### src/rtl/fifo_rd_stream.sv
// fifo_rd_stream
//   Drain stage between a FIFO read port and a valid/ready stream consumer.
//   Issues fifo_rd_en whenever the FIFO has data and the local skid buffer
//   can absorb the word, then hides the FIFO's one-cycle read latency in a
//   3-entry buffer.
//   Each word is presented as a stream beat. m_last marks every PKT_LEN-th beat.
//
// Parameters
//   FIFO_WIDTH  word width (must match the FIFO data width)
//   PKT_LEN     beats per packet (>= 1)
//
// Ports
//   clk             single clock, rising edge
//   rst             synchronous active-high reset
//   fifo_empty      FIFO empty flag (combinational in the FIFO)
//   fifo_underflow  FIFO underflow flag, registered, aligned with read data
//   fifo_data_out   FIFO read data, valid the cycle after fifo_rd_en
//   fifo_rd_en      read request to the FIFO
//   m_valid/m_ready stream handshake
//   m_data          stream beat data
//   m_last          final beat of a packet
//   err_underflow   sticky underflow flag      (FIFO_RD_STREAM_ERR_EN only)
//   err_cnt         saturating underflow count (FIFO_RD_STREAM_ERR_EN only)
//
// Build option
//   FIFO_RD_STREAM_ERR_EN  adds err_underflow / err_cnt. Without it, an
//   underflowed read is simply not captured.

module fifo_rd_stream #(
  parameter int FIFO_WIDTH = 16,
  parameter int PKT_LEN    = 4
) (
  input  logic                  clk,
  input  logic                  rst,
  input  logic                  fifo_empty,
  input  logic                  fifo_underflow,
  input  logic [FIFO_WIDTH-1:0] fifo_data_out,
  output logic                  fifo_rd_en,
  output logic                  m_valid,
  input  logic                  m_ready,
  output logic [FIFO_WIDTH-1:0] m_data,
  output logic                  m_last
`ifdef FIFO_RD_STREAM_ERR_EN
  ,
  output logic                  err_underflow,
  output logic [7:0]            err_cnt
`endif
);

  localparam int BCW = (PKT_LEN > 1) ? $clog2(PKT_LEN) : 1;
  localparam logic [BCW-1:0] LAST_BEAT = BCW'(PKT_LEN - 1);

  logic [1:0]            occ;
  logic [1:0]            wr_idx;
  logic [1:0]            rd_idx;
  logic                  pending;
  logic [BCW-1:0]        beat_cnt;
  logic [FIFO_WIDTH-1:0] skid_mem [3];
  logic [2:0]            inflight;
  logic                  capture;
  logic                  pop;

  function automatic logic [1:0] idx_inc(input logic [1:0] idx);
    return (idx == 2'd2) ? 2'd0 : idx + 2'd1;
  endfunction

  // Counting the in-flight read as occupied space keeps occ + pending <= 3,
  // so the buffer cannot overflow. The request is built from registered
  // state only, with no path from m_ready.
  assign inflight   = {1'b0, occ} + {2'b00, pending};
  assign fifo_rd_en = !rst && !fifo_empty && (inflight < 3'd3);

  assign capture = pending && !fifo_underflow;
  assign m_valid = (occ != 2'd0);
  assign pop     = m_valid && m_ready;
  assign m_data  = skid_mem[rd_idx];
  assign m_last  = m_valid && (beat_cnt == LAST_BEAT);

  always_ff @(posedge clk) begin
    if (rst) begin
      occ      <= 2'd0;
      pending  <= 1'b0;
      wr_idx   <= 2'd0;
      rd_idx   <= 2'd0;
      beat_cnt <= '0;
    end else begin
      pending <= fifo_rd_en;
      if (capture) wr_idx <= idx_inc(wr_idx);
      if (pop)     rd_idx <= idx_inc(rd_idx);
      case ({capture, pop})
        2'b10:   occ <= occ + 2'd1;
        2'b01:   occ <= occ - 2'd1;
        default: occ <= occ;
      endcase
      if (pop) beat_cnt <= m_last ? '0 : beat_cnt + BCW'(1);
    end
  end

  // Data storage needs no reset; entries are only read while occ says valid.
  always_ff @(posedge clk) begin
    if (!rst && capture) skid_mem[wr_idx] <= fifo_data_out;
  end

`ifdef FIFO_RD_STREAM_ERR_EN
  always_ff @(posedge clk) begin
    if (rst) begin
      err_underflow <= 1'b0;
      err_cnt       <= 8'd0;
    end else if (pending && fifo_underflow) begin
      err_underflow <= 1'b1;
      if (err_cnt != 8'hFF) err_cnt <= err_cnt + 8'd1;
    end
  end
`endif

endmodule

### config.mk
export PLATFORM = sky130hd
export DESIGN_NAME = fifo_rd_stream
export DESIGN_NICKNAME = d
export VERILOG_FILES = /design/src/rtl/fifo_rd_stream.sv
export SDC_FILE = /design/constraint.sdc
export NUM_CORES = 1
export LEC_CHECK = 0
export CORE_MARGIN = 2
export CORE_UTILIZATION = 34
export CTS_CLUSTER_DIAMETER = 50
export DETAILED_ROUTE_END_ITERATION = 8
export MAX_ROUTING_LAYER = met4
export PLACE_DENSITY_LB_ADDON = 0.12
export RECOVER_POWER = 50
export SYNTH_ARGS = -nofsm -noshare
export SYNTH_HDL_FRONTEND = slang
export SYNTH_SLANG_ARGS = --single-unit
### constraint.sdc
create_clock -name clk -period 3.85 [get_ports clk]
set_clock_uncertainty 0.15 [all_clocks]
set_input_delay 0.77 -clock clk [delete_from_list [all_inputs] [get_ports clk]]
set_output_delay 0.77 -clock clk [all_outputs]
set_load 0.05 [all_outputs]
=== Word-level counts from Yosys, hierarchy flattened ===
Memories as Yosys holds them, arrays and structs flattened. A register that Yosys moved wholly into a read port is not among the register bits.
Cells that the tools add are included.

* Add/sub/neg operators: 6
* $lt $le $gt $ge: 1
* Eq/ne operators: 5
* Multiplexer cells: 8
* Reduce and logical (&&, ||, !) cells: 11

{| class="wikitable"
|+ Operator list
! kind !! count
|-
| 2-bit two-way mux || 5
|-
| 2-bit by 1-bit adder with 2-bit output, second input constant || 4
|-
| 2-bit == test, second input constant || 4
|-
| 1-bit logical AND || 6
|-
| 2-bit case mux with 2 select lines || 1
|-
| 2-bit nonzero test || 2
|-
| 2-bit by 1-bit adder with 3-bit output || 1
|-
| 1-bit logical NOT || 3
|-
| 3-bit by 2-bit less-than comparator with 1-bit output, second input constant || 1
|-
| 2-bit by 1-bit == test with 1-bit output, second input constant || 1
|-
| 1-bit two-way mux || 2
|-
| 2-bit by 1-bit subtractor with 2-bit output, second input constant || 1
|}

* Flip-flop bits (word level): 9
* Bits in writable memories: 48
* Bits of input ports: 21
* Output and inout port bits: 19
* Memories kept: 1

{| class="wikitable"
|+ Memories
! memory !! words !! bits a word !! rd ports !! clocked after memory_dff !! wr ports !! RTL line !! source
|-
| skid_mem || 3 || 16 || 1 || 1 || 1 || 58 || <nowiki>logic [FIFO_WIDTH-1:0] skid_mem [3];</nowiki>
|}

=== Logic depth before layout (Yosys ltp) ===
Gate-level depths: netlist of run 1.

* Depth in word-level cells: 5
* Gate-level depth with buffers: 6

=== Least setup slack after synthesis of run 1 ===
Ideal clock, no wire load.

* Path type: reg-to-output
* Start: register occ[0]
* End: output fifo_rd_en
* Arrival time: 3307 ps
* Required time: 2930 ps
* Setup slack: -377 ps
* Stages on the path, launching flop included: 4
* Cell sequence: dfxtp_1 -> ha_1 -> ha_1 -> a2111oi_0

* Cells in the longest elaborated chain, start to end: 3

{| class="wikitable"
|+ Ends and longest elaborated chain
! element !! RTL line !! source
|-
| start, declared || 53 || <nowiki>logic [1:0] occ;</nowiki>
|-
| start signal, assigned || 91 || <nowiki>2'b10: occ <= occ + 2'd1;</nowiki>
|-
| start signal, assigned || 92 || <nowiki>2'b01: occ <= occ - 2'd1;</nowiki>
|-
| 2-bit by 1-bit adder with 3-bit output || 70 || <nowiki>assign inflight = {1'b0, occ} + {2'b00, pending};</nowiki>
|-
| 3-bit by 2-bit less-than comparator with 1-bit output || 71 || <nowiki>assign fifo_rd_en = !rst && !fifo_empty && (inflight < 3'd3);</nowiki>
|-
| 1-bit logical AND || 71 ||
|-
| end, declared || 38 || <nowiki>output logic fifo_rd_en,</nowiki>
|}

Every way passes these cells.

==> impl_results.md, run 1 <==
- Status: finished clean
- Worst path required time: 2.93 ns
- Mapped Area: 0.00225 mm^2
- R2r setup slk: 1.69 ns
- R2r endpoint: occ[1]
- Syn nets: 176
- RSZ-0062 raised after global routing: no
- CTS Hold Bufs: 0
- GP Congestion: 0.677
- WL final: 3930 um
- Layout cell share with drive strength beyond 1: 10.3%
- Io pins: 40
- Worst r2r src: occ[0]
- Starting DRC count in detailed routing: 71
- DRT antenna net count: 0
- Peak VDD IR: 0.236 mV
- Fin crit period: 3.30 ns
- Total Nets Final: 224
- Die ar.: 0.00729 mm^2
- Worst hold margin: between 0.3 and 0.4 ns
- Area grow syn2layout: 29.2%
- Max Cap Viol: 0
- CTS H-Tree Depth: 3
- Setup TNS: 0 ns
- Post-DP Area: 0.00276 mm^2
- Syn. warnings: 0
- Non-Filler Instances: 281
- Via/cell ratio: 4.70
- Sequential-to-total area share from yosys stat: 73.7%
- Total grt overflow: 0
- Clock sinks: 59
- Ant diodes: 0
- Hold/Removal Path Class: register to register
- CTS resizes: 0
- Setup Buffers After CTS: 0
- Fin crit share: 85.7%
- Worst Setup End Kind: primary output
- Dpl ws: approximately 0.84 ns
- Worst Path Max Fanout: 17
- Port buffer count: 39
- Crit-path slowest cell: clkdlybuf4s50_1
- Post-Layout Inst Area: between 0.002 and 0.003 mm^2
- CTS root buf: clkbuf_8
- Core Rows: 29
- Num CTS Buffers: 9
- CP peak stage delay: 0.88 ns
- Cells after Synth: 151
- Max Fclk: 303 MHz
- Core area: 0.00639 mm^2
- Routed vias: 1322
- Gr usage total: roughly 12%
- DRC violations left: 0
- Leak: 0.962 nW
- CP Class: register to primary output
- Drt first pass iters: 4
- First-pass GRT wire length: 6400 um
- CTS tree: done
- Worst slew pin tran: 0.999 ns
- Crit path cell chain: buf_4, nand2_1, o21ai_0, clkdlybuf4s50_1
- Detailed Place HPWL: about 2600 um
- Slew Limit Fails: 0
- Clk_lat worst skew: approximately 0.33 ns
- FF+latch count, synth: 59
- Avg WL per Cell: 14.0 um
- Largest net degree at the start of global routing: 18
- Worst setup margin: about 0.55 ns
- Relative slew slack: between 30 and 40%
- Final Hold Viols: 0
- Die width: 85.4 um
- Fillers: 594
- End of the critical path: m_data[12]
- Syn Area/Cell: approximately 15 um^2
- Post-synthesis cell type count: 24
- Worst EP arrival: 2.38 ns
- Cells on worst reg2reg path: 5
- Clk slew on worst S/H paths: 0.06 ns
- Max clock buf depth: 2
- Die Y: 85.4 um
- Overall power: 1.42 mW
- Vias in the first global route: 1376
- Startpoint types: register
- Post-Place Cells: 265
- Power density cells: around 490 mW/mm^2
- Initial antenna violation count: 0
- Final setup vio count: 0
- Final Util: 45.6%
- Initial Utilization: a little over a third
flip-flops by register name, indices dropped and copies added, names as in the netlist, named ones only:
signal and cells:
pending 1, rd_idx 2, wr_idx 2, beat_cnt 2, occ 2, skid_mem 48
critical path: cells and delay by family (launching register included):
kind | cells | cell delay, ns
compound gates | 1 | 0.15
flops | 1 | 0.66
buf+inv | 2 | 1.17
simple gates | 1 | 0.07
per-layer routing:
layer / routed length (um) / track usage, % / vias to the layer above
met5: 0 / - / -
met3: 161 / 3.70 / 9
met1: 1660 / 13.6 / 622
met2: 2010 / 19.2 / 30
li1: - / - / 661
met4: 98 / 7.79 / 0
how the worst min path moves through the flow:
stage	from	cells past startpoint	endpoint	slack [ns]
2_1_floorplan	beat_cnt[0]	2	beat_cnt[0]	0.30
3_3_place_gp	beat_cnt[0]	2	beat_cnt[0]	0.32
6_report	beat_cnt[0]	2	beat_cnt[0]	0.33
4_1_cts	beat_cnt[0]	2	beat_cnt[0]	0.33
3_5_place_dp	beat_cnt[0]	2	beat_cnt[0]	0.32
5_1_grt	beat_cnt[0]	2	beat_cnt[0]	0.35
cells in the final DEF (no fill, tap or decap):
cell	synthesis	routed
nor4b_2	0	2
dfxtp_1	11	11
clkbuf_8	0	10
a2111oi_0	2	1
clkinv_2	0	3
ha_1	4	4
xnor2_1	1	1
nand2_1	19	19
or2_2	1	1
edfxtp_1	48	48
a21oi_1	5	5
nor2_1	5	5
or3b_1	1	1
o21ai_0	17	18
nand2b_1	1	1
mux2i_1	18	18
dlygate4sd3_1	0	19
nor4bb_1	1	1
xor2_1	1	1
clkbuf_1	4	4
and2_1	1	1
or3_1	3	3
clkdlybuf4s50_1	0	19
nor4_1	1	1
a2111oi_1	0	1
inv_1	1	1
buf_4	2	5
logic make-up (layout without fill, tap and decap cells):
logic type,Yosys count,after routing,synth area share (%)
adders and majority gates,4,4,2.22
and+or+nand+nor,35,35,7.55
AOI/OAI and AO/OA,25,25,6.05
muxes,18,18,8.00
DFF,59,59,73.7
xor gates and xnor gates,2,2,0.777
buffers and inverters,8,61,1.67
power by group:
part,internal [mW],switching (mW)
clock,0.248,0.214
sequential,0.706,0.0120
combinational,0.0937,0.151
total,1.05,0.376
final cells by class:
cell class	instances	area (um^2)	share of cell area [%]
flip-flops and latches	59	1660	57.1
multi-input cells	84	564	19.4
repair buffers	44	422	14.5
clock buffers	13	149	5.11
well taps	77	96.3	3.31
clock inverters	3	15.0	0.516
inverters	1	3.75	0.129
synth_stat cells, drive strengths merged:
cell	number	area share, %
a21oi	5	1.1
or3	3	0.83
and2	1	0.28
xor2	1	0.39
dfxtp	11	9.8
or3b	1	0.39
clkbuf	4	0.67
nand2b	1	0.28
nor4bb	1	0.44
ha	4	2.2
o21ai	18	4.2
nor2	5	0.83
mux2i	18	8.0
or2	1	0.28
inv	1	0.17
nand2	19	3.2
nor4	1	0.28
nor4b	2	0.78
a2111oi	2	0.78
xnor2	1	0.39
buf	3	0.83
edfxtp	48	64
Note: power is estimated with default switching activity, not from simulation.
==> run 2, diff against run 1 <==
- ABC_CLOCK_PERIOD_IN_PS: not set -> 3850
- CTS_BUF_LIST: not set -> sky130_fd_sc_hd__clkbuf_16
==> impl_results.md, run 2 (synthesized netlist as in run 1, its figures left out) <==
- Die ar.: 0.00729 mm^2
- R2r setup slk: 1.69 ns
- CTS H-Tree Depth: 3
- Met3 Usage GRT: under 10%
- CTS resizes: 0
- Core area: 0.00639 mm^2
- Worst path required time: just under 3 ns
- CTS root buf: clkbuf_16
- Power density cells: 541 mW/mm^2
- RSZ-0062 raised after global routing: no
- Setup Buffers After CTS: 0
- Worst slew pin tran: 1.06 ns
- Register area: 0.00166 mm^2
- CP peak stage delay: 0.88 ns
- CTS tree: done
- Num CTS Buffers: 9
- Slew Limit Fails: 0
- Sw Pwr: 403 uW
- Hold Path Depth: 2
- Startpoint types: register
- Max Fclk: 306 MHz
- Sw Ratio: between 20% and 30%
- Total grt overflow: 0
- Largest net degree at the start of global routing: 18
- Avg WL per Cell: 14.1 um
- Detailed Place HPWL: 2560 um
- Peak VDD IR: 0.358 mV
- Ant diodes: 0
- Sequential Power Share: 44.3%
- Max Cap Viol: 0
- Worst Setup End Kind: primary output
- Port buffer count: 39
- Fin crit period: 3.26 ns
- Hold/Removal Path Class: register to register
- Max clock buf depth: 2
- WHS Endpoint: beat_cnt[0]
- Worst r2r src: occ[0]
- CP Class: register to primary output
- Layout cell share with drive strength beyond 1: under 10%
- Largest register FFs: 48
- Top Usage Layer GRT: met2
- Via/cell ratio: 4.72
- Relative slew slack: 29.6%
- Met2 GRT Util: roughly a fifth
- Final Hold Viols: 0
- Leak: around 1 nW
- Worst path bufs/invs: 2
- Status: finished clean
- Worst EP arrival: 2.34 ns
- R2r endpoint: occ[1]
- Worst hold margin: between 0.3 and 0.4 ns
- DRT antenna net count: 0
- Area grow syn2layout: 33.3%
- Die Y: 85.4 um
- Multi-input logic area: between 500 and 600 um^2
- Initial Utilization: 35.3%
- Setup TNS: 0 ns
- Hold Path Origin: beat_cnt[0]
- Worst setup margin: 0.586 ns
- Cells on worst reg2reg path: 5
- Gr usage total: 12.1%
- WL final: 3960 um
- Fin crit share: 84.8%
- Crit-path slowest cell: clkdlybuf4s50_1
- Crit path cell chain: buf_4, nand2_1, o21ai_0, clkdlybuf4s50_1
- Initial antenna violation count: 0
- Internal: 1.22 mW
- Most common cell after layout, fill and taps aside: edfxtp_1
- Starting DRC count in detailed routing: 67
- GP Congestion: 0.677
- Clock sinks: 59
- Worst Path Max Fanout: 17
- Vias in the first global route: approximately 1400
- Clock power frac: 40.6%
- Drt first pass iters: 2
- Die width: 85.4 um
- Global routing usage on met1: ~14%
- Critical path's top delay family: buffers and inverters
- Io pins: 40
- Routed vias: 1327
- DRC violations left: 0
- Core Rows: 29
- Most frequent cells in the layout: edfxtp_1 (48), nand2_1 (19), dlygate4sd3_1 (19), clkdlybuf4s50_1 (19)
- Combinational cell fraction of total power: 15.1%
- Fillers: 575
- First-pass GRT wire length: 6420 um
- CTS Hold Bufs: 0
- Clk_lat worst skew: 0.31 ns
- Total Nets Final: 224
- Largest register by flop count: skid_mem
- Final setup vio count: 0
- Dpl ws: between 0.8 and 0.9 ns
- Clk slew on worst S/H paths: 0.05 ns
run 2: cell types whose count changed in the layout (fill, tap and decap cells not counted), sizes merged:
cell	previous run	this run
clkbuf	14	10
clkinv	3	4
inv	1	4
run 2: stage by stage:
step / cell area, um^2 / utilization [%] / instances / power [mW]
3_5_place_dp: 2760 / 43.2 / 265 / 0.984
3_3_place_gp: 2760 / 43.2 / 265 / 0.979
4_1_cts: 3020 / 47.2 / 281 / 1.65
2_1_floorplan: 2250 / - / 151 / 0.895
6_report: 3000 / 47.0 / 281 / 1.62
5_1_grt: 3000 / 47.0 / 281 / 1.69
run 2: metal layers:
layer  share of wire [%]  vias to the layer above
li1                    -                      663
met1                  44                      631
met2                  50                       29
met3                 4.4                        4
met4                 1.2                        0
met5                   0                        -
run 2: worst min-delay path: cells and delay by family (launching register included):
| kind | cells | cell delay [ns] |
|---|---|---|
| DFF | 1 | 0.32 |
| and+or+nand+nor | 1 | 0.06 |
| AOI/OAI and AO/OA | 1 | 0.05 |
run 2: worst max-delay path by stage:
stage | startpoint | to | slack (ns) | cells past startpoint
detailed placement | rst | fifo_rd_en | 0.84 | 3
global route | register | m_data[12] | 0.41 | 4
floorplan | occ[0] | fifo_rd_en | 0.28 | 3
finish | register | m_data[12] | 0.59 | 4
global placement | rst | fifo_rd_en | 0.88 | 3
CTS | register | m_data[12] | 0.52 | 4
run 2: power by group through the flow:
stage	logic [mW]	clock network, mW	registers [mW]
after floorplan	0.167	0	0.728
after global placement	0.248	0	0.731
after detailed placement	0.252	0	0.732
after CTS	0.253	0.675	0.720
after global routing	0.260	0.709	0.720
final	0.245	0.660	0.719
run 2: layout make-up:
| cell class | instances | area share (%) |
|---|---|---|
| Sequential cell | 59 | 55.3 |
| Multi-Input combinational cell | 84 | 18.8 |
| Tap cell | 77 | 3.21 |
| Clock inverter | 7 | 1.00 |
| Clock buffer | 9 | 7.50 |
| Timing Repair Buffer | 44 | 14.0 |
| Inverter | 1 | 0.125 |
==> run 3, diff against run 2 <==
- ABC_CLOCK_PERIOD_IN_PS: 3850 -> 2810
- clock period: 3.85 -> 2.81 ns (I/O delays scaled with it)
==> impl_results.md, run 3 (synthesized netlist as in run 1, its figures left out) <==
- Gr usage total: 12.8%
- Startpoint types: register
- Hold/Removal Path Class: register to register
- Largest net degree at the start of global routing: 33
- Clock sinks: 59
- Die Y: 85.4 um
- Initial Utilization: between 30% and 40%
- Io pins: 40
- Dpl ws: 0.420 ns
- GP Congestion: 0.669
- Clk_lat worst skew: 0.32 ns
- Port buffer count: 39
- Post-Place Cells: 269
- CTS resizes: 0
- Most common cell after layout, fill and taps aside: edfxtp_1
- Final Hold Viols: 0
- Overall power: roughly 2.5 mW
- Max Cap Viol: 0
- Internal: 1.93 mW
- WL final: 4030 um
- Total grt overflow: 0
- DRT antenna net count: 0
- CTS Hold Bufs: 0
- Sw Pwr: 588 uW
- Crit-path slowest cell: a2111oi_2
- Non-Filler Instances: 285
- Final Util: around half
- Worst setup margin: 0.233 ns
- Initial antenna violation count: 0
- Leak: 1.14 nW
- Most frequent cells in the layout: edfxtp_1 (48), nand2_1 (19)
- Routed vias: about 1400
- CTS H-Tree Depth: 3
- Largest register by flop count: skid_mem
- Setup Buffers After CTS: 0
- Max Fclk: 388 MHz
- Area grow syn2layout: 45.4%
- RSZ-0062 raised after global routing: no
- First-pass GRT wire length: around 6700 um
- Slew Limit Fails: 0
- CP peak stage delay: ~0.48 ns
- Fin crit share: 91.7%
- Clk slew on worst S/H paths: 0.05 ns
- Total Nets Final: 228
- DRC violations left: 0
- Starting DRC count in detailed routing: 49
- CTS tree: done
- Vias in the first global route: roughly 1500
- Final setup vio count: 0
- Peak VDD IR: 0.456 mV
- Most used cell along the critical path: ha_1
- Ant diodes: 0
- Die width: 85.4 um
- Fin crit period: 2.58 ns
- Layout cell share with drive strength beyond 1: 20.2%
- Core Rows: 29
- Avg WL per Cell: between 10 and 15 um
- Critical path's top delay family: adder cells
- Crit path cell chain: ha_1, ha_1, a2111oi_2, buf_12
- Die ar.: 0.00729 mm^2
- Worst Setup End Kind: primary output
- Worst Path Max Fanout: 5
- Relative slew slack: 42.4%
- Clock power frac: 44.1%
- CTS root buf: clkbuf_16
- Drt first pass iters: 3
- Combinational cell fraction of total power: between 15 and 20%
- Via/cell ratio: roughly 4.8
- Detailed Place HPWL: 2740 um
- Sequential Power Share: 39.4%
- Worst slew pin tran: 0.855 ns
- Max clock buf depth: 2
- Largest register FFs: 48
- Num CTS Buffers: 9
- Worst path required time: 2.10 ns
- Status: finished clean
- Worst EP arrival: approximately 1.9 ns
- Core area: 0.00639 mm^2
- Power density cells: about 770 mW/mm^2
- CP Class: register to primary output
- Sw Ratio: 23.4%
- Worst path bufs/invs: 1
==> run 3: changes by cell type in the layout (fill, tap and decap cells not counted), sizes merged <==
cell           delta
buf              +20
clkdlybuf4s50    -15
bufinv            +2
inv               -2
clkinv            -1
clkinvlp          +1
dlygate4sd3       -1
==> run 3: final timing paths <==
path	from	endpoint	slack, ns	depth (start not counted)
setup / recovery	occ[0]	fifo_rd_en	0.23	4
hold / removal	beat_cnt[0]	beat_cnt[0]	0.32	2
setup reg to reg	occ[1]	occ[1]	0.58	5
hold reg to reg	beat_cnt[0]	beat_cnt[0]	0.32	2
==> run 3: per-stage QoR <==
step / hold slack (ns) / area (um^2) / TNS (ns)
after floorplan: 0.299 / 2260 / -15.19
after global placement: 0.310 / 2980 / 0
after detailed placement: 0.320 / 2980 / 0
after CTS: 0.326 / 3290 / 0
after global routing: 0.339 / 3280 / 0
final: 0.324 / 3280 / 0
==> run 3: final cells by class <==
type	count	area, um^2
Fill cell	555	3110
Sequential cell	59	1660
Timing Repair Buffer	48	637
Multi-Input combinational cell	84	569
Clock buffer	9	225
Tap cell	77	96.3
Clock inverter	7	83.8
Inverter	1	3.75
==> run 3: tightest hold or removal path, stage by stage, from the launching register on <==
cell and delay (ns):
dfxtp_1 0.32, nand2_1 0.06, a21oi_1 0.05
==> run 3: routing by layer <==
layer,up-vias,track usage [%],part of all wire (%)
met5,-,-,0
met4,0,7.36,2.4
met3,8,5.06,4.5
met2,30,20.1,50
met1,664,13.8,43
li1,667,-,-
==> run 3: power by group through the flow <==
stage | clock network (mW) | registers (mW) | logic, mW
2_1_floorplan | 0 | 0.998 | 0.231
3_3_place_gp | 0 | 1.01 | 0.419
3_5_place_dp | 0 | 1.01 | 0.427
4_1_cts | 1.13 | 0.991 | 0.429
5_1_grt | 1.17 | 0.991 | 0.440
6_report | 1.11 | 0.989 | 0.416
